===== src/rtl/mips_boot_pkg.sv =====
// Shared definitions for the boot-time instruction-memory loader.
package mips_boot_pkg;

  // Loader FSM states, in stream order.
  typedef enum logic [2:0] {
    HDR_HI,
    HDR_LO,
    DATA,
    TERM,
    DONE,
    ERR
  } boot_state_e;

  // The core halts when it fetches an all-zero instruction.
  localparam logic [31:0] HALT_WORD  = 32'h0000_0000;
  localparam int          WORD_BYTES = 4;

endpackage


===== src/rtl/byte_packer.sv =====
// Assembles accepted bytes big-endian into 32-bit words.
module byte_packer
  import mips_boot_pkg::*;
(
  input  logic        clk,
  input  logic        rst,
  input  logic        byte_valid_i,
  input  logic [7:0]  byte_i,
  output logic        word_valid_o,
  output logic [31:0] word_o
);

  logic [1:0]  phase_q, phase_d;
  logic [23:0] hold_q, hold_d;

  // Next phase and holding register: shift in each accepted byte.
  always_comb begin
    // NOTE: every always_comb output gets a default first, so no path can infer a latch.
    phase_d = phase_q;
    hold_d  = hold_q;
    if (byte_valid_i) begin
      phase_d = phase_q + 2'd1;
      hold_d  = {hold_q[15:0], byte_i};
    end
  end

  // The final byte of a word completes it in the same cycle it is accepted.
  assign word_valid_o = byte_valid_i && (phase_q == 2'(WORD_BYTES - 1));
  assign word_o       = {hold_q, byte_i};

  // Phase and holding registers; reset drops any partial word.
  always_ff @(posedge clk) begin
    // NOTE: sequential state uses non-blocking assignments so all flops sample pre-edge values.
    if (rst) begin
      phase_q <= 2'd0;
      hold_q  <= 24'd0;
    end else begin
      phase_q <= phase_d;
      hold_q  <= hold_d;
    end
  end

endmodule


===== src/rtl/imem_loader.sv =====
// Loads a length-prefixed byte stream into instruction memory, appends a
// halt word, then releases the MIPS core from reset.
module imem_loader
  import mips_boot_pkg::*;
#(
  parameter int ADDR_W    = 32,
  parameter int MAX_WORDS = 256
) (
  input  logic              clk,
  input  logic              rst,
  input  logic [7:0]        in_data,
  input  logic              in_valid,
  output logic              in_ready,
  output logic              wr_en,
  output logic [ADDR_W-1:0] wr_addr,
  output logic [31:0]       wr_data,
  output logic              cpu_rst,
  output logic              done,
  output logic              err
);

  localparam int WIDX_W = $clog2(MAX_WORDS + 1);

  boot_state_e       state_q, state_d;
  logic [15:0]       cnt_q, cnt_d;
  logic [WIDX_W-1:0] widx_q, widx_d;
  logic              wr_en_q, wr_en_d;
  logic [ADDR_W-1:0] wr_addr_q, wr_addr_d;
  logic [31:0]       wr_data_q, wr_data_d;
  logic              cpu_rst_q, cpu_rst_d;
  logic              done_q, done_d;
  logic              err_q, err_d;

  logic              accept;
  logic [15:0]       hdr_n;
  logic              word_valid;
  logic [31:0]       word;

  // Bytes are only taken while reading the header or program.
  always_comb begin
    in_ready = (state_q == HDR_HI) || (state_q == HDR_LO) || (state_q == DATA);
  end

  assign accept = in_valid && in_ready;
  assign hdr_n  = {cnt_q[15:8], in_data};

  byte_packer u_packer (
    .clk          (clk),
    .rst          (rst),
    .byte_valid_i (accept && (state_q == DATA)),
    .byte_i       (in_data),
    .word_valid_o (word_valid),
    .word_o       (word)
  );

  // Next-state logic and the registered write / status values.
  always_comb begin
    state_d   = state_q;
    cnt_d     = cnt_q;
    widx_d    = widx_q;
    wr_en_d   = 1'b0;
    wr_addr_d = wr_addr_q;
    wr_data_d = wr_data_q;
    err_d     = err_q;
    // Core reset and done follow DONE one edge late, after the halt word lands.
    cpu_rst_d = (state_q != DONE);
    done_d    = (state_q == DONE);

    case (state_q)
      HDR_HI: begin
        if (accept) begin
          cnt_d[15:8] = in_data;
          state_d     = HDR_LO;
        end
      end
      HDR_LO: begin
        if (accept) begin
          cnt_d = hdr_n;
          if (32'(hdr_n) > 32'(MAX_WORDS)) begin
            state_d = ERR;
            err_d   = 1'b1;
          end else if (hdr_n == 16'd0) begin
            state_d = TERM;
          end else begin
            state_d = DATA;
          end
        end
      end
      DATA: begin
        if (word_valid) begin
          wr_en_d   = 1'b1;
          wr_addr_d = ADDR_W'({widx_q, 2'b00});
          wr_data_d = word;
          widx_d    = widx_q + WIDX_W'(1);
          if ((16'(widx_q) + 16'd1) == cnt_q) begin
            state_d = TERM;
          end
        end
      end
      TERM: begin
        // widx already equals N here, so it addresses the slot after the program.
        wr_en_d   = 1'b1;
        wr_addr_d = ADDR_W'({widx_q, 2'b00});
        wr_data_d = HALT_WORD;
        state_d   = DONE;
      end
      DONE, ERR: begin
        state_d = state_q;
      end
      default: begin
        state_d = HDR_HI;
      end
    endcase
  end

  // State, counters and output registers with synchronous reset.
  always_ff @(posedge clk) begin
    if (rst) begin
      state_q   <= HDR_HI;
      cnt_q     <= 16'd0;
      widx_q    <= '0;
      wr_en_q   <= 1'b0;
      wr_addr_q <= '0;
      wr_data_q <= 32'd0;
      cpu_rst_q <= 1'b1;
      done_q    <= 1'b0;
      err_q     <= 1'b0;
    end else begin
      state_q   <= state_d;
      cnt_q     <= cnt_d;
      widx_q    <= widx_d;
      wr_en_q   <= wr_en_d;
      wr_addr_q <= wr_addr_d;
      wr_data_q <= wr_data_d;
      cpu_rst_q <= cpu_rst_d;
      done_q    <= done_d;
      err_q     <= err_d;
    end
  end

  assign wr_en   = wr_en_q;
  assign wr_addr = wr_addr_q;
  assign wr_data = wr_data_q;
  assign cpu_rst = cpu_rst_q;
  assign done    = done_q;
  assign err     = err_q;

endmodule


===== config.mk =====
export PLATFORM = sky130hd
export DESIGN_NAME = imem_loader
export DESIGN_NICKNAME = d
export VERILOG_FILES = /design/src/rtl/mips_boot_pkg.sv /design/src/rtl/byte_packer.sv /design/src/rtl/imem_loader.sv
export SDC_FILE = /design/constraint.sdc
export NUM_CORES = 1
export LEC_CHECK = 0
export ABC_AREA = 1
export CORE_AREA = 2 2 108 84
export CTS_CLUSTER_DIAMETER = 200
export DETAILED_ROUTE_END_ITERATION = 8
export DIE_AREA = 0 0 110 86
export GPL_TIMING_DRIVEN = 0
export HOLD_SLACK_MARGIN = 0.15
export MAX_ROUTING_LAYER = met4
export PLACE_DENSITY = 0.82
export SLEW_MARGIN = 20
export SYNTH_ARGS = -nofsm -noshare
export SYNTH_HDL_FRONTEND = slang
export SYNTH_SLANG_ARGS = --single-unit

===== constraint.sdc =====
create_clock -name clk -period 2.4 [get_ports clk]
set_clock_uncertainty 0.1 [all_clocks]
set_input_delay 0.36 -clock clk [delete_from_list [all_inputs] [get_ports clk]]
set_output_delay 0.36 -clock clk [all_outputs]
set_load 0.05 [all_outputs]

==> impl_metrics.tcl, run 1 <==
set metrics [dict create \
    timing.hold.ws_ns 0.300 \
    end_kind "register" \
    syn_to_final_growth_pct 23.6 \
    setup_tns_ns 0 \
    grt_pass1_vias 3560 \
    synth_area_leader_cell "dfxtp_1" \
    synth-edff-count 0 \
    synth_seq_cells 99 \
    yosysSeqAreaShare_pct 48.0 \
    die_w_um 110 \
    power.leakage_nw 1.97 \
    cp_slowest_cell "dfxtp_1" \
    portBuffers 54 \
    worstPathCellList "ha_1, nand3_1, o21ai_0, nand2_1, nand2_1, nand2_1, nor2_1, nand3_1, nand2_1, nand3_1, nand2_1, nor2_1" \
    cpPeakStageDelay_ns 0.43 \
    viasPerCell 5.30 \
    worstHoldPathType "in -> reg" \
    yosys_warnings 0 \
    stdcell_area_um2 5100 \
    htreeDepth 3 \
    clock-sinks 99 \
    setup_ws_ns 0.191 \
    drtIter0Drc 271 \
    clockBufferDepth 2 \
    crit_required_ns 2.56 \
    drv_slew 0 \
    die_h_um 86 \
    clock.fmax_mhz 453 \
    antenna_found_initial 0 \
    crit_top_cell "nand2_1" \
    synthTopCellsByArea "dfxtp_1 (48%), nand2_1 (13%), a21oi_1 (11%)" \
    drive_gt1_share_pct 9.40 \
    drv_cap 0 \
    routed_wl_mm 10.4 \
    cts_made_buffers 9 \
    yosysTopAreaCellShare_pct 48.0 \
    cts_tree "done" \
    outcome "finished, final reports clean" \
    post-dp-hpwl_mm 7.72 \
    synthTopCellsByCount "nand2_1 (138), dfxtp_1 (99), a21oi_1 (89)" \
    hold_buffers 0 \
    period_needed_ns 2.21 \
    synth.most_common_cell "nand2_1" \
    powerDensity_nw_per_um2 613 \
    critPathLaunchType "register" \
    ios 80 \
    grt_pass1_wl_mm 17.0 \
    nets 658 \
    crit_path_max_fanout 6 \
    maxSlewHeadroom_pct 52.8 \
    worst_pin_slew_ns 0.702 \
    diodes 0 \
    max-vdd-ir-drop_v 0.000385 \
    arrival_ns 2.37 \
    vias 4014 \
    gp_congestion 0.942 \
    clkLatencyLatePin_ns 0.36 \
    timing_worst_setup_path_type "reg -> reg" \
    wire_per_inst_um 13.8 \
    post-place-ws_ns 0.102 \
    dieArea_um2 9460 \
    rsz0062_at_grt "no" \
    initial_core_util_pct 49.7 \
    ant_nets 0 \
    synth_area_per_cell_um2 7.42 \
    drt-pass1-iter-count 5 \
    yosys.cell_types.count 29 \
    grt_max_degree 18 \
    setup_viol 0 \
    netlist_instances 556 \
    cts.reportedPaths.clkPinSlew_ns 0.10 \
    placed_area_um2 4880 \
    synth_ff_type "dfxtp_1" \
    core_um2 8310 \
    finalHoldViolCount 0 \
    remaining_drc_errors 0 \
    overflow 0 \
    syn_area_um2 4130 \
    std_cell_rows 29 \
    clockRootBuffer "clkbuf_8" \
    grt_usage_pct 23.6 \
    min_period_over_period_pct 92.0 \
    synthArstFlopShare_pct 0 \
]
## state kept, by name, summed over array words and instances, names as in the netlist
signal / count
cpu_rst: 1
wr_addr: 9
u_packer.hold_q: 24
err: 1
u_packer.phase_q: 2
done: 1
cnt_q: 16
wr_data: 32
state_q: 3
wr_en: 1
widx_q: 9
## worst max-delay path: cells and delay by family, from the launching register on
| family | cells | cell delay (ns) |
|---|---|---|
| AND/OR/NAND/NOR | 10 | 0.99 |
| flip-flops | 1 | 0.43 |
| adder cells (fa/ha/maj) | 1 | 0.29 |
| AO/OA/AOI/OAI | 1 | 0.29 |
## logic make-up after synthesis
family                   count (synthesis)  share of synthesized area [%]
XOR/XNOR                                 2                          0.758
flip-flops                              99                           48.0
AO/OA/AOI/OAI                          129                           15.9
adder cells (fa/ha/maj)                  2                          0.606
other                                    1                         0.0909
AND/OR/NAND/NOR                        230                           23.8
buffers and inverters                   93                           10.9
## final cells by class
class	instances	area, µm²
fillers	753	3210
flip-flops and latches	99	1980
multi-input cells	386	1780
repair buffers	56	558
plain buffers	54	303
inverters	39	146
well taps	108	135
clock buffers	9	124
clock inverters	6	73.8
## where the power goes
| part | switching, mW | total [mW] | internal (mW) |
|---|---|---|---|
| combinational | 0.244 | 0.346 | 0.103 |
| clock | 0.597 | 1.09 | 0.489 |
| sequential | 0.0190 | 1.70 | 1.68 |
## metrics by stage
stage | std cells | total power [mW] | util (%)
after floorplan | 578 | 1.99 | -
after global placement | 740 | 2.06 | 58.8
after detailed placement | 740 | 2.07 | 58.8
after CTS | 755 | 3.13 | 61.2
after global routing | 757 | 3.24 | 61.4
final | 757 | 3.13 | 61.4
## cell usage in the layout, fill, tap and decap left out, drive strengths merged, types with 2 or more instances in the layout
cell type and count:
a31oi 2, clkinvlp 2, dfxtp 99, conb 23
nor3 6, nand4 3, buf 35, o21ai 36
clkdlybuf4s50 53, a21oi 89, nand2 140, nor2 33
nand3 42, or2 2, ha 2, nand3b 3
clkbuf 30, inv 41
## path summary, 6_finish.rpt
path,from,to,slack [ns],depth (start not counted)
max reg2reg,widx_q[0]$_SDFFE_PP0P_,state_q[2]$_SDFFE_PP0P_,0.19,12
min,in_valid,u_packer.hold_q[4]$_SDFFE_PP0P_,0.30,3
max,widx_q[0]$_SDFFE_PP0P_,state_q[2]$_SDFFE_PP0P_,0.19,12
min reg2reg,err$_SDFFE_PP0P_,err$_SDFFE_PP0P_,0.37,2
## routing by layer
layer | GRT usage, % | part of all wire (%) | vias up
li1 | - | - | 1946
met1 | 32.7 | 45 | 1836
met2 | 34.0 | 44 | 212
met3 | 4.71 | 10 | 20
met4 | 8.52 | 1.4 | 0
met5 | - | 0 | -
## timing repair
| action | in CTS | in global routing |
|---|---|---|
| setup buffers | 0 | 2 |
| endpoints found under the setup margin | 0 | 40 |
| resized for setup | 0 | 3 |
No activity file was read; power rests on OpenSTA's default activity.
==> run 2: changes to the inputs <==
Settings changed: CORE_AREA 2 2 108 84 to 2 2 113 88, DIE_AREA 0 0 110 86 to 0 0 115 90, PLACE_DENSITY 0.82 to 0.79.
Clock period 2.4 ns to 2 ns, I/O delays scaled along.
==> run 2 against run 1 <==
  * Register-to-register slack worse by 0.08 ns
  * Die area is 9.4% higher
  * Utilization is 4.7 points lower
  * Count of clock-buffer cells in the layout unchanged
  * Hold slack worse by 0.033 ns
  * Worst setup slack lost 0.11 ns
  * Sequential power rose by 19%
  * Sequential cell count unchanged
  * Critical path type is now reg -> out
  * Critical endpoint is now wr_data[0]
==> impl_metrics.tcl, run 2 (synthesized netlist as in run 1, its figures left out) <==
set metrics [dict create \
    power.leakage_nw 2.04 \
    timing_worst_setup_path_type "reg -> out" \
    cpPeakStageDelay_ns 0.81 \
    nets 660 \
    worstHoldPathType "in -> reg" \
    clockBufferDepth 2 \
    grt_pass1_wl_mm 16.9 \
    drv_cap 0 \
    outcome "finished, final reports clean" \
    cp_slowest_cell "clkdlybuf4s50_1" \
    maxSlewHeadroom_pct 60.4 \
    post-dp-hpwl_mm 7.54 \
    powerDensity_nw_per_um2 784 \
    max-vdd-ir-drop_v 0.000391 \
    end_kind "output port" \
    worst_pin_slew_ns 0.588 \
    clock.fmax_mhz 521 \
    portBuffers 54 \
    htreeDepth 3 \
    critical-path-top-delay-family "buffers and inverters" \
    grt_pass1_vias 3466 \
    ant_nets 0 \
    crit_required_ns 1.60 \
    wire_per_inst_um 13.5 \
    fin_cells 767 \
    vias 3856 \
    clkLatencyLatePin_ns 0.34 \
    overflow 0 \
    critPathLaunchType "register" \
    final_common_cell "nand2_1" \
    crit_path_max_fanout 2 \
    dpl.cell_count 747 \
    largest_reg_flops 32 \
    initial_core_util_pct 44.3 \
    drt-pass1-iter-count 5 \
    drv_slew 0 \
    stdcell_area_um2 5280 \
    routed_wl_mm 10.3 \
    rsz0062_at_grt "no" \
    worstPathCellList "clkdlybuf4s50_1" \
    clockRootBuffer "clkbuf_16" \
    grt_usage_pct 20.8 \
    diodes 0 \
    period_needed_ns 1.92 \
    final_cell_mix "nand2_1 (138), dfxtp_1 (95), a21oi_1 (89)" \
    nFillCells 856 \
    min_period_over_period_pct 96.0 \
    timing.hold.ws_ns 0.266 \
    syn_to_final_growth_pct 27.9 \
    crit_buf_inv 1 \
    setup_viol 0 \
    drive_gt1_share_pct 12.1 \
    clock-sinks 99 \
    path_depth 1 \
    arrival_ns 1.52 \
    antenna_found_initial 0 \
    die_w_um 115 \
    std_cell_rows 31 \
    grt_max_degree 20 \
    cts_tree "done" \
    ios 80 \
    rr_worst_depth 14 \
    cts_made_buffers 9 \
    postLayoutCoreUtil_pct 56.7 \
    cts.reportedPaths.clkPinSlew_ns 0.07 \
    finalHoldViolCount 0 \
    viasPerCell 5.03 \
    placed_area_um2 4890 \
    drtIter0Drc 306 \
    holdPathStages 3 \
    core_um2 9310 \
    gp_congestion 0.895 \
    die_h_um 90 \
    dieArea_um2 10400 \
    remaining_drc_errors 0 \
]
run 2: path summary, 6_finish.rpt:
| check | from | end | slack, ns |
|---|---|---|---|
| worst max-delay path | wr_data[0]$_SDFFE_PP0P_ | wr_data[0] | 0.08 |
| worst min-delay path | in_valid | u_packer.hold_q[4]$_SDFFE_PP0P_ | 0.27 |
| worst max register to register | widx_q[0]$_SDFFE_PP0P_ | state_q[2]$_SDFFE_PP0P_ | 0.11 |
| worst min register to register | wr_data[21]$_SDFFE_PP0P_ | wr_data[21]$_SDFFE_PP0P_ | 0.36 |
run 2: area by class of cell:
| class | count | area [µm²] | share of cell area, % |
|---|---|---|---|
| clock buffers | 9 | 225 | 4.27 |
| clock inverters | 7 | 68.8 | 1.30 |
| plain buffers | 53 | 302 | 5.71 |
| multi-input cells | 386 | 1830 | 34.7 |
| well taps | 115 | 144 | 2.73 |
| inverters | 39 | 146 | 2.77 |
| flip-flops and latches | 99 | 1990 | 37.7 |
| repair buffers | 59 | 573 | 10.9 |
run 2: through the flow:
step | setup slack [ns] | power, mW | TNS (ns)
6_report | 0.0805 | 4.14 | 0
5_1_grt | 0.00197 | 4.28 | 0
4_1_cts | 0.0219 | 4.15 | 0
3_5_place_dp | -0.287 | 2.49 | -9.02
3_3_place_gp | -0.213 | 2.48 | -6.39
2_1_floorplan | 0.182 | 2.39 | 0
run 2: layer usage:
layer / global-route usage [%] / routed length [µm] / vias up
met3: 5.26 / 779 / 10
met5: - / 0 / -
met2: 30.2 / 4540 / 147
met1: 29.3 / 4880 / 1750
met4: 4.42 / 122 / 0
li1: - / - / 1949
run 2: where the power goes:
part           switching (mW)  internal (mW)  total [mW]
clock network           0.809          0.877        1.69
logic                   0.295          0.124       0.419
registers              0.0222           2.01        2.03
run 2: what timing repair did:
| item | in CTS | in global routing |
|---|---|---|
| endpoints found under the setup margin | 54 | 55 |
| resized for setup | 8 | 16 |
| hold buffers | 0 | 0 |
| pin swaps | 2 | 4 |
| setup buffers | 2 | 3 |
| hold endpoints to repair | 0 | 0 |
| gates cloned | 0 | 0 |
